===== src/rtl/uart_rx_param.sv =====
// uart_rx_param: parametrised UART receiver.
// Rx is synchronised through two flops and each bit is decided by a 2-of-3
// majority vote around the bit centre. Data width, parity mode and stop-bit
// count are set by parameters. Good words are delivered on a valid/ready
// handshake. Framing, parity and overrun conditions are reported as
// single-cycle pulses.
module uart_rx_param #(
    parameter int CLOCK_FREQ     = 50000000,
    parameter int BAUD_RATE      = 9600,
    parameter int CYCLES_PER_BIT = CLOCK_FREQ / BAUD_RATE,
    parameter int DATA_BITS      = 8,
    parameter int PARITY         = 0,
    parameter int STOP_BITS      = 1
) (
    input  logic                 clk,
    input  logic                 nRst,
    input  logic                 enable,
    input  logic                 Rx,
    output logic [DATA_BITS-1:0] data_out,
    output logic                 data_valid,
    input  logic                 data_ready,
    output logic                 parity_error,
    output logic                 framing_error,
    output logic                 overrun,
    output logic                 busy
);

    localparam int HALF  = CYCLES_PER_BIT / 2;
    localparam int CNT_W = $clog2(CYCLES_PER_BIT);

    localparam logic [CNT_W-1:0] CNT_ZERO = CNT_W'(0);
    localparam logic [CNT_W-1:0] CNT_ONE  = CNT_W'(1);
    localparam logic [CNT_W-1:0] CNT_S0   = CNT_W'(HALF - 1);
    localparam logic [CNT_W-1:0] CNT_S1   = CNT_W'(HALF);
    localparam logic [CNT_W-1:0] CNT_DEC  = CNT_W'(HALF + 1);
    localparam logic [CNT_W-1:0] CNT_LAST = CNT_W'(CYCLES_PER_BIT - 1);
    localparam logic [3:0]       DATA_LAST = 4'(DATA_BITS - 1);
    localparam logic [3:0]       STOP_LAST = 4'(STOP_BITS - 1);

    typedef enum logic [2:0] {
        ST_IDLE   = 3'd0,
        ST_START  = 3'd1,
        ST_DATA   = 3'd2,
        ST_PARITY = 3'd3,
        ST_STOP   = 3'd4
    } state_t;

    // 2-of-3 majority of the three mid-bit samples
    function automatic logic maj3(input logic a, input logic b, input logic c);
        return (a & b) | (a & c) | (b & c);
    endfunction

    // Parity check of the received word against the received parity bit
    function automatic logic parity_ok(input logic [DATA_BITS-1:0] d, input logic p);
        logic x;
        x = (^d) ^ p;
        case (PARITY)
            1:       return ~x;
            2:       return x;
            default: return 1'b1;
        endcase
    endfunction

    logic                 rx_meta_r;
    logic                 rx_sync_r;
    logic                 rx_prev_r;
    state_t               state_r;
    logic [CNT_W-1:0]     cnt_r;
    logic [3:0]           bit_idx_r;
    logic                 samp0_r;
    logic                 samp1_r;
    logic [DATA_BITS-1:0] shift_r;
    logic                 par_bit_r;
    logic                 frame_bad_r;
    logic                 done_r;

    logic maj_s;
    logic dec_s;
    logic wrap_s;
    logic done_ok_s;
    logic par_ok_s;
    logic good_s;
    logic load_s;

    assign maj_s     = maj3(samp0_r, samp1_r, rx_sync_r);
    assign dec_s     = (cnt_r == CNT_DEC);
    assign wrap_s    = (cnt_r == CNT_LAST);
    assign done_ok_s = done_r & enable;
    assign par_ok_s  = parity_ok(shift_r, par_bit_r);
    assign good_s    = done_ok_s & ~frame_bad_r & par_ok_s;
    assign load_s    = good_s & (~data_valid | data_ready);
    assign busy      = (state_r != ST_IDLE);

    // Two-flop synchroniser for Rx plus a delayed copy for falling-edge detection
    always_ff @(posedge clk) begin
        if (!nRst) begin
            rx_meta_r <= 1'b1;
            rx_sync_r <= 1'b1;
            rx_prev_r <= 1'b1;
        end else begin
            rx_meta_r <= Rx;
            rx_sync_r <= rx_meta_r;
            rx_prev_r <= rx_sync_r;
        end
    end

    // Receive FSM: bit timing, mid-bit sampling, shifting and frame completion
    always_ff @(posedge clk) begin
        if (!nRst) begin
            state_r     <= ST_IDLE;
            cnt_r       <= CNT_ZERO;
            bit_idx_r   <= 4'd0;
            samp0_r     <= 1'b1;
            samp1_r     <= 1'b1;
            shift_r     <= {DATA_BITS{1'b0}};
            par_bit_r   <= 1'b0;
            frame_bad_r <= 1'b0;
            done_r      <= 1'b0;
        end else if (!enable) begin
            state_r <= ST_IDLE;
            cnt_r   <= CNT_ZERO;
            done_r  <= 1'b0;
        end else begin
            done_r <= 1'b0;
            if (cnt_r == CNT_S0) samp0_r <= rx_sync_r;
            if (cnt_r == CNT_S1) samp1_r <= rx_sync_r;
            if (state_r != ST_IDLE) cnt_r <= wrap_s ? CNT_ZERO : cnt_r + CNT_ONE;
            case (state_r)
                ST_IDLE: begin
                    if (!rx_sync_r && rx_prev_r) begin
                        state_r     <= ST_START;
                        cnt_r       <= CNT_ZERO;
                        frame_bad_r <= 1'b0;
                    end
                end
                ST_START: begin
                    if (dec_s && maj_s) begin
                        state_r <= ST_IDLE;
                    end else if (wrap_s) begin
                        state_r   <= ST_DATA;
                        bit_idx_r <= 4'd0;
                    end
                end
                ST_DATA: begin
                    if (dec_s) shift_r <= {maj_s, shift_r[DATA_BITS-1:1]};
                    if (wrap_s) begin
                        if (bit_idx_r == DATA_LAST) begin
                            bit_idx_r <= 4'd0;
                            state_r   <= (PARITY != 0) ? ST_PARITY : ST_STOP;
                        end else begin
                            bit_idx_r <= bit_idx_r + 4'd1;
                        end
                    end
                end
                ST_PARITY: begin
                    if (dec_s) par_bit_r <= maj_s;
                    if (wrap_s) begin
                        state_r   <= ST_STOP;
                        bit_idx_r <= 4'd0;
                    end
                end
                ST_STOP: begin
                    if (wrap_s) bit_idx_r <= bit_idx_r + 4'd1;
                    if (dec_s) begin
                        if (!maj_s) frame_bad_r <= 1'b1;
                        // Leave on the last stop decision so a back-to-back start edge is seen
                        if (bit_idx_r == STOP_LAST) begin
                            state_r <= ST_IDLE;
                            done_r  <= 1'b1;
                        end
                    end
                end
                default: begin
                    state_r <= ST_IDLE;
                end
            endcase
        end
    end

    // Output stage: error pulses, word buffer and valid/ready handshake
    always_ff @(posedge clk) begin
        if (!nRst) begin
            data_out      <= {DATA_BITS{1'b0}};
            data_valid    <= 1'b0;
            parity_error  <= 1'b0;
            framing_error <= 1'b0;
            overrun       <= 1'b0;
        end else begin
            framing_error <= done_ok_s & frame_bad_r;
            parity_error  <= done_ok_s & ~frame_bad_r & ~par_ok_s;
            overrun       <= good_s & ~load_s;
            if (load_s) begin
                data_out   <= shift_r;
                data_valid <= 1'b1;
            end else if (data_ready) begin
                data_valid <= 1'b0;
            end else begin
                data_valid <= data_valid;
            end
        end
    end

endmodule


===== config.mk =====
export PLATFORM = sky130hd
export DESIGN_NAME = uart_rx_param
export DESIGN_NICKNAME = d
export VERILOG_FILES = /design/src/rtl/uart_rx_param.sv
export SDC_FILE = /design/constraint.sdc
export NUM_CORES = 1
export LEC_CHECK = 0
export CORE_MARGIN = 2
export CORE_UTILIZATION = 30
export DETAILED_ROUTE_END_ITERATION = 10
export PLACE_DENSITY = 0.51
export SYNTH_ARGS = -nofsm -noshare
export SYNTH_HDL_FRONTEND = slang
export SYNTH_SLANG_ARGS = --single-unit

===== constraint.sdc =====
create_clock -name clk -period 1.77 [get_ports clk]
set_input_delay 0.177 -clock clk [delete_from_list [all_inputs] [get_ports clk]]
set_output_delay 0.177 -clock clk [all_outputs]
set_load 0.02 [all_outputs]

## Word level (Yosys, flattened, before mapping)

Cells that the tools add are included.

- Reduce and logical (&&, ||, !) cells: 17
- Mux-type cells: 26
- Div/mod/pow operators: 0
- Add/sub/neg operators: 2
- Order comparisons: 0
- Multiply operators: 0
- Shift-type cells: 0
- Bitwise gates (word level): 14
- Equal/unequal tests: 19

Operators by type and width:

| kind | count |
|---|---|
| 13-bit two-way mux | 4 |
| 13-bit by 12-bit == test with 1-bit output, second input constant | 3 |
| 3-bit two-way mux | 8 |
| 4-bit two-way mux | 5 |
| 2-bit != test, second input constant | 9 |
| 4-bit one-hot mux with 4 select lines | 1 |
| 3-bit one-hot mux with 5 select lines | 1 |
| 13-bit by 1-bit adder with 13-bit output, second input constant | 1 |
| 13-bit == test, second input constant | 1 |
| 5-bit AND reduction | 2 |
| 1-bit AND | 8 |
| 7-bit AND reduction | 1 |
| 3-bit by 2-bit == test with 1-bit output, second input constant | 2 |
| 1-bit two-way mux | 6 |
| 2-bit AND reduction | 3 |
| 4-bit by 1-bit adder with 4-bit output, second input constant | 1 |
| 4-bit by 3-bit == test with 1-bit output, second input constant | 1 |
| 4-bit logical NOT | 1 |
| 4-bit AND reduction | 1 |
| 2-bit nonzero test | 2 |
| 4-bit nonzero test | 1 |
| 3-bit by 1-bit == test with 1-bit output, second input constant | 1 |
| 3-bit == test, second input constant | 1 |
| 3-bit logical NOT | 1 |
| 8 further kinds | 13 |

- Logic and storage cells: 93
- Register bits: 46
- Output and inout port bits: 13
- ROM bits: 0
- Memories: 0
- Bits in latches: 0
- Bits in writable memories: 0
- Bits of input ports: 5

## Logic depth before layout (Yosys ltp)

Gate-level depths: netlist (run 1).

- Depth after elaboration: 6
- Depth in mapped cells: 7
- Mapped depth without buffers: 6

## Worst setup path after synthesis (run 1)

No wires, ideal clock.

- Kind: reg-to-reg
- From: register cnt_r[0]
- To: register bit_idx_r[3]
- Data required time: 1653 ps
- Setup time: 117 ps
- Stages on the path, launching flop included: 7
- Buffers on the path: 1
- Clock period less this slack: 1686 ps
- Arrival time: 1568 ps
- Path slack: 84 ps
- Path through: dfxtp_1 > ha_1 > and2_1 > nand4_1 > clkbuf_1 > a211o_1 > a32o_1

- Cells in the longest elaborated chain, start to end: 4
- Elaborated cells between the ends (all ways): 10
- Those cells by class: eq/ne: 5; mux: 3; reduce/logical: 2

Ends and longest elaborated chain:

| item | RTL line | RTL |
|---|---|---|
| start: declaration | 68 | `logic [CNT_W-1:0] cnt_r;` |
| start signal: assignment | 127 | `if (state_r != ST_IDLE) cnt_r <= wrap_s ? CNT_ZERO : cnt_r + CNT_ONE;` |
| 13-bit == test / 13-bit by 12-bit == test with 1-bit output (equally long branches) | 87, 86 |  |
| 4-bit two-way mux / 1-bit logical AND (equally long branches) | - |  |
| 4-bit two-way mux / 2-bit != test (equally long branches) | - |  |
| 4-bit one-hot mux with 4 select lines / 5-bit AND reduction (equally long branches) | - |  |
| end signal: assignment | 151 | `bit_idx_r <= bit_idx_r + 4'd1;` |
| end signal: assignment | 163 | `if (wrap_s) bit_idx_r <= bit_idx_r + 4'd1;` |
| end: declaration | 69 | `logic [3:0] bit_idx_r;` |

Parallel ways exist; a longest one is shown, timed or not. The select of a mux whose other input is x is not followed.
A chain may end at the register's enable or synchronous reset.

## Final worst setup path (run 1)

- From: register bit_idx_r[1]
- To: register bit_idx_r[1]

- Cells in the longest elaborated chain, start to end: 4
- Elaborated cells between the ends (all ways): 8
- Those cells by class: add/sub: 1; eq/ne: 1; mux: 6

Ends and longest elaborated chain:

| item | RTL line | RTL |
|---|---|---|
| 4-bit by 1-bit adder with 4-bit output / 4-bit by 3-bit == test with 1-bit output (equally long branches) | 151, 163, 147 |  |
| 4-bit two-way mux | 147 | `if (bit_idx_r == DATA_LAST) begin` |
| 4-bit two-way mux | 146 | `if (wrap_s) begin` |
| 4-bit one-hot mux with 4 select lines (*) | 128 | `case (state_r)` |

Mark *: on every way between the ends. The rest lies on a longest branch, timed or not. The select of a mux whose other input is x is not followed.

==> qor.csv, run 1 <==
stage,metric,value,unit
status,status,"complete, no violations",
cells_and_area,antennaDiodeCount,0,
power_and_ir_drop,power_density,616,nW/um2
setup_path,endpoint_kind,flop,
power_and_ir_drop,irDropWorstVdd,0.292,mV
global_route,gr-usage-met1,0.160,
yosys,syn_area,2230,um2
floorplan,start_util,0.309,
setup_path,cp-start-kind,flop,
yosys,async_flop_share,0,
cells_and_area,final_common_cell,dfxtp_1,
sta,max_freq,581,MHz
cells_and_area,area_delta_synth_final,30.2,%
yosys,ys_ff_latch,46,
yosys,syn_area_per_cell,8.88,um2
yosys,seq_area_frac_synth,0.413,
sta,rsz0062_at_grt,true,
sta,setup_viol,0,
cells_and_area,utilization,0.402,
cells_and_area,final_nets,307,
power_and_ir_drop,p_switching,427,uW
flow_run,cap_violations,0,
global_route,antenna_found_initial,0,
power_and_ir_drop,sw_frac_of_total,0.239,
routing,wl_per_cell,11.9,um
clock_network,h-tree-depth,2,
setup_path,cp_max_fo,4,
power_and_ir_drop,p_leak,1.01,nW
clock_network,cts_tree,built,
cells_and_area,finalNonFillerCells,397,
sta,drv_slew,0,
yosys,synth_fp_nets,261,
clock_network,numCtsBuffers,5,
floorplan,dieArea,8130,um2
setup_path,required,2000,ps
floorplan,ios,18,
cells_and_area,fillers,745,
setup_path,crit_type,reg -> reg,
sta,fin_crit_sh,0.972,
global_route,grt_max_degree,33,
power_and_ir_drop,comb_power_share,0.049,
yosys,ys_warn_count,0,
global_route,grt.overflow.total,0,
global_route,grt_pass1_vias,1835,
yosys,synth_top_area_frac,0.413,
clock_network,clk_path_buf_depth,2,
sta,final-hold-violation-count,0,
routing,vias_per_cell,4.81,
sta,finClkSkew,13.7,ps
global_route,gr-usage-met3,0.0268,
place,placed_cells,386,
global_route,grt_busiest_layer,met2,
power_and_ir_drop,internal_power,1.36,mW
yosys,synth_edf_count,0,
clock_network,cts_sinks,46,
cells_and_area,final_cell_mix,"dfxtp_1, buf_4, nand2_1, mux2i_1",
hold_path,hp-start,rx_meta_r,
yosys,yosys.area.top_type,dfxtp_1,
cells_and_area,drive_above_1_share,0.221,
place,port_buffers,16,
power_and_ir_drop,seqPwrFrac,0.581,
place,dp_hpwl,3510,um
setup_path,startpoint,bit_idx_r[1],
routing,drc,0,
clock_network,cts.clk_slew.worst_paths,90,ps
setup_path,arrival,1950,ps
sta,fin_crit,1720,ps
yosys,yosysUniqueCellTypes,50,
routing,ant_nets,0,
floorplan,fp.dieH,90.2,um
routing,firstDrtPassIters,4,
clock_network,cts_root_buf,clkbuf_8,
routing,drtIter0Drc,44,
power_and_ir_drop,pwr-share-clk,0.370,
global_route,grt_usage,0.119,
floorplan,rows,31,
floorplan,dieWidth,90.2,um
global_route,grt_use_met2,0.191,
routing,wirelength,4740,um
floorplan,core-area,7210,um2
clock_network,clk_latency,300,ps
routing,vias,1908,
sta,holdWs,416,ps
yosys,synthCells,251,
global_route,grt_pass1_wl,8180,um
hold_path,hold_class,reg -> reg,
setup_path,timing.rr.start,bit_idx_r[1],
yosys,synth_area_leaders,"dfxtp_1, mux2i_1, nor2b_1, nand2_1, nand3_1",
yosys,synth_ff_type,dfxtp_1,
place,routabilityCongestion,0.809,
-- Yosys cell counts, types with 2 or more instances --
cell	n
a21boi_0	2
a31oi_1	8
a32oi_1	2
xnor2_1	2
nor2_1	12
buf_2	5
and4_1	3
nand3_1	14
nor2b_1	15
a21oi_1	5
nor4b_1	2
clkbuf_1	8
nor3_1	6
o21ai_0	11
ha_1	5
and3_1	4
inv_1	12
or3b_1	2
nor3b_1	2
nand2b_1	5
buf_4	2
mux2i_1	19
and2_1	3
nand4_1	7
nand2_1	19
o22ai_1	4
nor4bb_1	4
dfxtp_1	46
-- kinds of logic (layout without fill, tap and decap cells) --
logic type,Yosys count,after routing,synth area share
AND/OR/NAND/NOR,106,106,0.277
flip-flops,46,46,0.413
AO/OA/AOI/OAI,41,41,0.120
buffers and inverters,29,76,0.0584
multiplexers,19,19,0.0853
adder cells (fa/ha/maj),6,6,0.0326
XOR/XNOR,3,3,0.0118
other,1,1,0.00168
-- critical path, stage by stage, from the launching register on --
cell and delay [ps]:
dfxtp_1 350, ha_1 220, and3b_2 240, o21a_1 200
or4b_1 520, a21boi_1 130
-- power groups by stage --
stage	logic, mW	clock network, mW	registers, mW
after CTS	0.0878	0.691	1.04
after floorplan	0.0492	0	1.06
after global placement	0.0881	0	1.07
final	0.0873	0.662	1.04
after global routing	0.0969	0.728	1.04
after detailed placement	0.0877	0	1.07
-- worst paths after layout --
path | end | slack, ps | cells past startpoint
setup reg to reg | bit_idx_r[1] | 50 | 5
setup / recovery | bit_idx_r[1] | 50 | 5
hold / removal | rx_sync_r | 420 | 1
hold reg to reg | rx_sync_r | 420 | 1
-- final cells by class --
class / instances / area [um2] / area share
Multi-Input combinational cell: 176 / 1240 / 0.427
Clock buffer: 5 / 68.8 / 0.0237
Tap cell: 99 / 124 / 0.0427
Timing Repair Buffer: 55 / 465 / 0.160
Inverter: 13 / 48.8 / 0.0168
Sequential cell: 46 / 931 / 0.321
Clock inverter: 3 / 25.0 / 0.00862
-- what timing repair did --
| action | CTS | global route |
|---|---|---|
| setup endpoints to repair | 3 | 13 |
| pin swaps | 0 | 6 |
| setup buffers | 0 | 2 |
| gates resized for setup | 5 | 15 |
| cloned | 0 | 1 |
| hold buffers | 0 | 0 |
-- sequential cells by signal (all words and copies together), names as in the netlist --
signal and cells:
data_out 8, framing_error 1, data_valid 1, shift_r 8, samp0_r 1, state_r 3
samp1_r 1, rx_prev_r 1, frame_bad_r 1, rx_sync_r 1, bit_idx_r 4, rx_meta_r 1
overrun 1, cnt_r 13, done_r 1
-- metrics by stage --
stage                     TNS (ps)  setup slack, ps  total power [mW]  area (um2)
after floorplan                  0             84.5              1.11        2230
after global placement           0             21.2              1.15        2710
after detailed placement     -8.25            -8.25              1.15        2710
after CTS                        0             13.5              1.82        2820
after global routing         -33.6            -21.0              1.87        2900
final                            0             48.9              1.79        2900
-- layer usage --
metal | part of all wire | vias to the layer above
met5 | 0 | -
met4 | 0.011 | 0
met3 | 0.024 | 7
met2 | 0.44 | 20
met1 | 0.53 | 895
li1 | - | 986
No activity file was read; power rests on OpenSTA's default activity.
==> run 2: changes to the inputs <==
--- a/config.mk
+++ b/config.mk
@@ -8,7 +8,7 @@
 export CORE_MARGIN = 2
 export CORE_UTILIZATION = 30
 export DETAILED_ROUTE_END_ITERATION = 10
-export PLACE_DENSITY = 0.51
+export PLACE_DENSITY = 0.5
 export SYNTH_ARGS = -nofsm -noshare
 export SYNTH_HDL_FRONTEND = slang
 export SYNTH_SLANG_ARGS = --single-unit
==> constraint.sdc (replaced) <==
create_clock -name clk -period 1.7 [get_ports clk]
set_input_delay 0.17 -clock clk [delete_from_list [all_inputs] [get_ports clk]]
set_output_delay 0.17 -clock clk [all_outputs]
set_load 0.02 [all_outputs]
==> run 2 against run 1 <==
Net effect: clock-buffer cell count unchanged; sequential share of layout area is 0.67 points lower; sequential power up 4%; cell count rose by 0.76%; clock skew down 1.4 ps; wire length up 3.9%; fmax is 1.7% higher; first-iteration DRC count grew 45%; critical path depth fell by 1; critical path type unchanged; critical endpoint unchanged; largest cell class unchanged.
==> qor.csv, run 2 (synthesized netlist as in run 1, its figures left out) <==
stage,metric,value,unit
status,status,"complete, no violations",
floorplan,fp.dieH,90.2,um
floorplan,rows,31,
setup_path,timing.rr.start,state_r[1],
global_route,grt_pass1_wl,8730,um
cells_and_area,final_area,2970,um2
floorplan,start_util,0.309,
clock_network,h-tree-depth,2,
power_and_ir_drop,sw_frac_of_total,0.213,
cells_and_area,finalNonFillerCells,400,
setup_path,arrival,1910,ps
sta,holdWs,412,ps
floorplan,core-area,7210,um2
cells_and_area,utilization,0.412,
sta,fin_crit_sh,0.996,
clock_network,clk_latency,300,ps
global_route,grt_usage,0.129,
power_and_ir_drop,p_leak,1.04,nW
hold_path,hold_class,reg -> reg,
cells_and_area,top_regs,"cnt_r: 13 flops, data_out: 8 flops, shift_r: 8 flops",
sta,rsz0062_at_grt,true,
clock_network,cts_root_buf,clkbuf_8,
setup_path,crit_type,reg -> reg,
routing,vias_per_cell,4.74,
routing,met3_length,146,um
sta,drv_slew,0,
clock_network,cts_tree,built,
power_and_ir_drop,power_density,664,nW/um2
setup_path,endpoint_kind,flop,
clock_network,cts.clk_slew.worst_paths,90,ps
setup_path,rr_endpoint,bit_idx_r[1],
sta,final-hold-violation-count,0,
cells_and_area,largest_reg_flops,13,
routing,vias,1896,
power_and_ir_drop,internal_power,1.55,mW
flow_run,cap_violations,0,
routing,drtIter0Drc,64,
routing,ant_nets,0,
cells_and_area,final_common_cell,buf_4,
place,dpl_cell_area,2750,um2
hold_path,worstHoldPathCells,1,
sta,setup_ws,7.18,ps
sta,setup_tns,0,ps
setup_path,startpoint,state_r[1],
global_route,antenna_found_initial,0,
setup_path,required,1920,ps
place,port_buffers,16,
power_and_ir_drop,seqPwrFrac,0.548,
power_and_ir_drop,p_switching,420,uW
routing,wirelength,4930,um
routing,top_layer,met4,
routing,wl_per_cell,12.3,um
sta,setup_viol,0,
place,dp_hpwl,3600,um
floorplan,dieWidth,90.2,um
setup_path,reg2reg_slack,7,ps
power_and_ir_drop,pwr-share-clk,0.405,
place,routabilityCongestion,0.777,
cells_and_area,final_nets,310,
power_and_ir_drop,irDropWorstVdd,0.314,mV
power_and_ir_drop,comb_power_share,0.047,
routing,drc,0,
sta,max_freq,591,MHz
clock_network,clk_path_buf_depth,2,
setup_path,cp-start-kind,flop,
cells_and_area,largest_register,cnt_r,
cells_and_area,antennaDiodeCount,0,
sta,finClkSkew,12.3,ps
setup_path,r2r_cells,4,
floorplan,dieArea,8130,um2
setup_path,cp_max_fo,5,
floorplan,ios,18,
power_and_ir_drop,power.total,1.97,mW
setup_path,endpoint,bit_idx_r[1],
place,pre_cts_ws,-61.4,ps
global_route,grt.overflow.total,0,
cells_and_area,area_delta_synth_final,33.4,%
sta,fin_crit,1690,ps
cells_and_area,drive_above_1_share,0.249,
clock_network,numCtsBuffers,5,
global_route,grt_max_degree,33,
global_route,grt_pass1_vias,1832,
clock_network,cts_sinks,46,
routing,wl_met2,2220,um
routing,wl_met1,2510,um
place,placed_cells,389,
cells_and_area,final_cell_mix,"buf_4, dfxtp_1, mux2i_1, nand2_1",
routing,firstDrtPassIters,4,
[run 2: routing by layer]
metal | up-vias | global-route usage
met5 | - | 0
met4 | 0 | 0.0346
met3 | 5 | 0.0260
met2 | 29 | 0.205
met1 | 868 | 0.180
li1 | 994 | -
[run 2: how the worst min path moves through the flow]
stage | from | end | slack (ps)
2_1_floorplan | Rx | rx_meta_r | 270
3_5_place_dp | rx_meta_r | rx_sync_r | 390
6_report | rx_meta_r | rx_sync_r | 410
4_1_cts | rx_meta_r | rx_sync_r | 410
3_3_place_gp | rx_meta_r | rx_sync_r | 390
5_1_grt | rx_meta_r | rx_sync_r | 460
[run 2: layout make-up]
class	count	area [um2]
sequential	46	933
tap	99	124
clock inverter	3	40.0
timing repair buffer	58	503
multi-input combinational	176	1250
clock buffer	5	68.8
fill	733	4240
inverter	13	48.8
[run 2: timing repair]
item / CTS / global route
setup endpoints to repair: 19 / 17
hold buffers: 0 / 0
gates cloned: 0 / 0
pin swaps: 4 / 6
setup buffers: 2 / 1
resized for setup: 10 / 16
[run 2: power groups by stage]
| stage | logic (mW) | clock network (mW) | registers [mW] |
|---|---|---|---|
| after global placement | 0.0923 | 0 | 1.11 |
| after CTS | 0.0928 | 0.819 | 1.08 |
| after floorplan | 0.0512 | 0 | 1.11 |
| after global routing | 0.103 | 0.864 | 1.08 |
| after detailed placement | 0.0930 | 0 | 1.11 |
| final | 0.0931 | 0.800 | 1.08 |
[run 2: critical path, stage by stage, from the launching register on]
cell      delay [ps]
dfxtp_4          380
or3b_1           370
o21a_1           220
or4b_1           520
a21boi_1         130
==> run 3: changes to the inputs <==
--- a/config.mk
+++ b/config.mk
@@ -9,6 +9,7 @@
 export CORE_UTILIZATION = 30
 export DETAILED_ROUTE_END_ITERATION = 10
 export PLACE_DENSITY = 0.5
+export RECOVER_POWER = 50
 export SYNTH_ARGS = -nofsm -noshare
 export SYNTH_HDL_FRONTEND = slang
 export SYNTH_SLANG_ARGS = --single-unit
==> run 3 against run 2 <==
Net effect: cell area fell by 0.17%; cell count did not move; worst hold slack barely moved; clock skew barely moved; total power fell by 0.14%; worst setup slack improved by 6.1 ps; first-iteration DRC count fell by 13%; clock-buffer cell count did not move; critical endpoint unchanged; largest cell class unchanged; largest power group unchanged.
==> qor.csv, run 3 (synthesized netlist as in run 1, its figures left out) <==
stage,metric,value,unit
status,status,"complete, no violations",
hold_path,hold_class,reg -> reg,
clock_network,h-tree-depth,2,
clock_network,cts_root_buf,clkbuf_8,
sta,max_freq,593,MHz
setup_path,crit_path_max_incr_delay,520,ps
setup_path,cp_max_fo,5,
global_route,grt_max_degree,33,
routing,ant_nets,0,
cells_and_area,utilization,0.411,
place,dp_hpwl,3600,um
routing,wirelength,4920,um
floorplan,dieWidth,90.2,um
global_route,antenna_found_initial,0,
power_and_ir_drop,irDropWorstVdd,0.314,mV
clock_network,cts_tree,built,
routing,drtIter0Drc,56,
routing,firstDrtPassIters,4,
cells_and_area,largest_reg_flops,13,
clock_network,cts_sinks,46,
sta,rsz0062_at_grt,true,
global_route,grt.overflow.total,0,
place,routabilityCongestion,0.777,
routing,vias_per_cell,4.77,
sta,finClkSkew,12.5,ps
sta,fin_crit,1690,ps
flow_run,cap_violations,0,
cells_and_area,antennaDiodeCount,0,
floorplan,core-area,7210,um2
routing,wl_per_cell,12.3,um
sta,drv_slew,0,
floorplan,dieArea,8130,um2
setup_path,worst_path_max_delay_cell,or4b_1,
sta,holdWs,412,ps
floorplan,start_util,0.309,
routing,vias,1908,
cells_and_area,largest_register,cnt_r,
floorplan,rows,31,
power_and_ir_drop,power_density,665,nW/um2
power_and_ir_drop,p_leak,1.08,nW
global_route,grt_pass1_vias,1832,
floorplan,ios,18,
routing,drc,0,
global_route,grt_usage,0.129,
cells_and_area,drive_above_1_share,0.249,
global_route,grt_pass1_wl,8730,um
cells_and_area,final_cell_mix,"dfxtp_1, buf_4, mux2i_1, nand2_1, nor2b_1",
clock_network,clk_latency,300,ps
place,port_buffers,16,
sta,setup_viol,0,
sta,final-hold-violation-count,0,
cells_and_area,top_regs,"cnt_r: 13 flops, data_out: 8 flops, shift_r: 8 flops",
cells_and_area,final_common_cell,dfxtp_1,
clock_network,clk_path_buf_depth,2,
cells_and_area,final_nets,310,
sta,fin_crit_sh,0.992,
setup_path,required,1920,ps
setup_path,arrival,1910,ps
floorplan,fp.dieH,90.2,um
setup_path,endpoint_kind,flop,
cells_and_area,area_delta_synth_final,33.1,%
setup_path,crit_type,reg -> reg,
setup_path,path_cells,"or3b_1, o21a_1, or4b_1, a21boi_1",
clock_network,cts.clk_slew.worst_paths,90,ps
setup_path,cp-start-kind,flop,
clock_network,numCtsBuffers,5,
[run 3: cell type report]
type / count / area, um2
clock buffer: 5 / 68.8
clock inverter: 3 / 40.0
fill: 734 / 4250
inverter: 13 / 48.8
multi-input combinational: 176 / 1250
sequential: 46 / 933
tap: 99 / 124
timing repair buffer: 58 / 498
[run 3: path summary, 6_finish.rpt]
kind,cells past startpoint,end,slack (ps),start
setup / recovery,4,bit_idx_r[1],10,state_r[1]
hold / removal,1,rx_sync_r,410,rx_meta_r
hold reg to reg,1,rx_sync_r,410,rx_meta_r
setup reg to reg,4,bit_idx_r[1],10,state_r[1]
[run 3: critical path, delay by kind of cell (launching register included)]
kind / cells / cell delay (ps)
AO/OA/AOI/OAI: 2 / 340
flip-flops: 1 / 380
AND/OR/NAND/NOR: 2 / 890
[run 3: where the power goes]
part           internal (mW)  total, mW  switching, mW
Clock                  0.433      0.798          0.365
Sequential              1.08       1.08        0.00256
Combinational         0.0410     0.0918         0.0508
[run 3: metal layers]
metal	global-route usage	vias to the layer above	wire [um]
met4	0.0346	0	39
met3	0.0260	4	147
met1	0.180	874	2490
met5	0	-	0
li1	-	996	-
met2	0.205	34	2240
[run 3: metrics by stage]
stage | std cells | TNS, ps | cell area [um2] | setup slack (ps) | total power [mW]
after CTS | 399 | 0 | 2900 | 14.5 | 1.99
after global placement | 389 | -123 | 2750 | -59.3 | 1.20
after detailed placement | 389 | -155 | 2750 | -61.4 | 1.20
after floorplan | 251 | 0 | 2230 | 14.5 | 1.16
final | 400 | 0 | 2970 | 13.3 | 1.97
after global routing | 400 | -158 | 2970 | -90.4 | 2.05
[run 3: what timing repair did]
item                                    4_1_cts  5_1_grt
buffers inserted                              2        1
pin swaps                                     4        6
resized for setup                            10       16
endpoints found under the setup margin       19       17
hold buffers                                  0        0
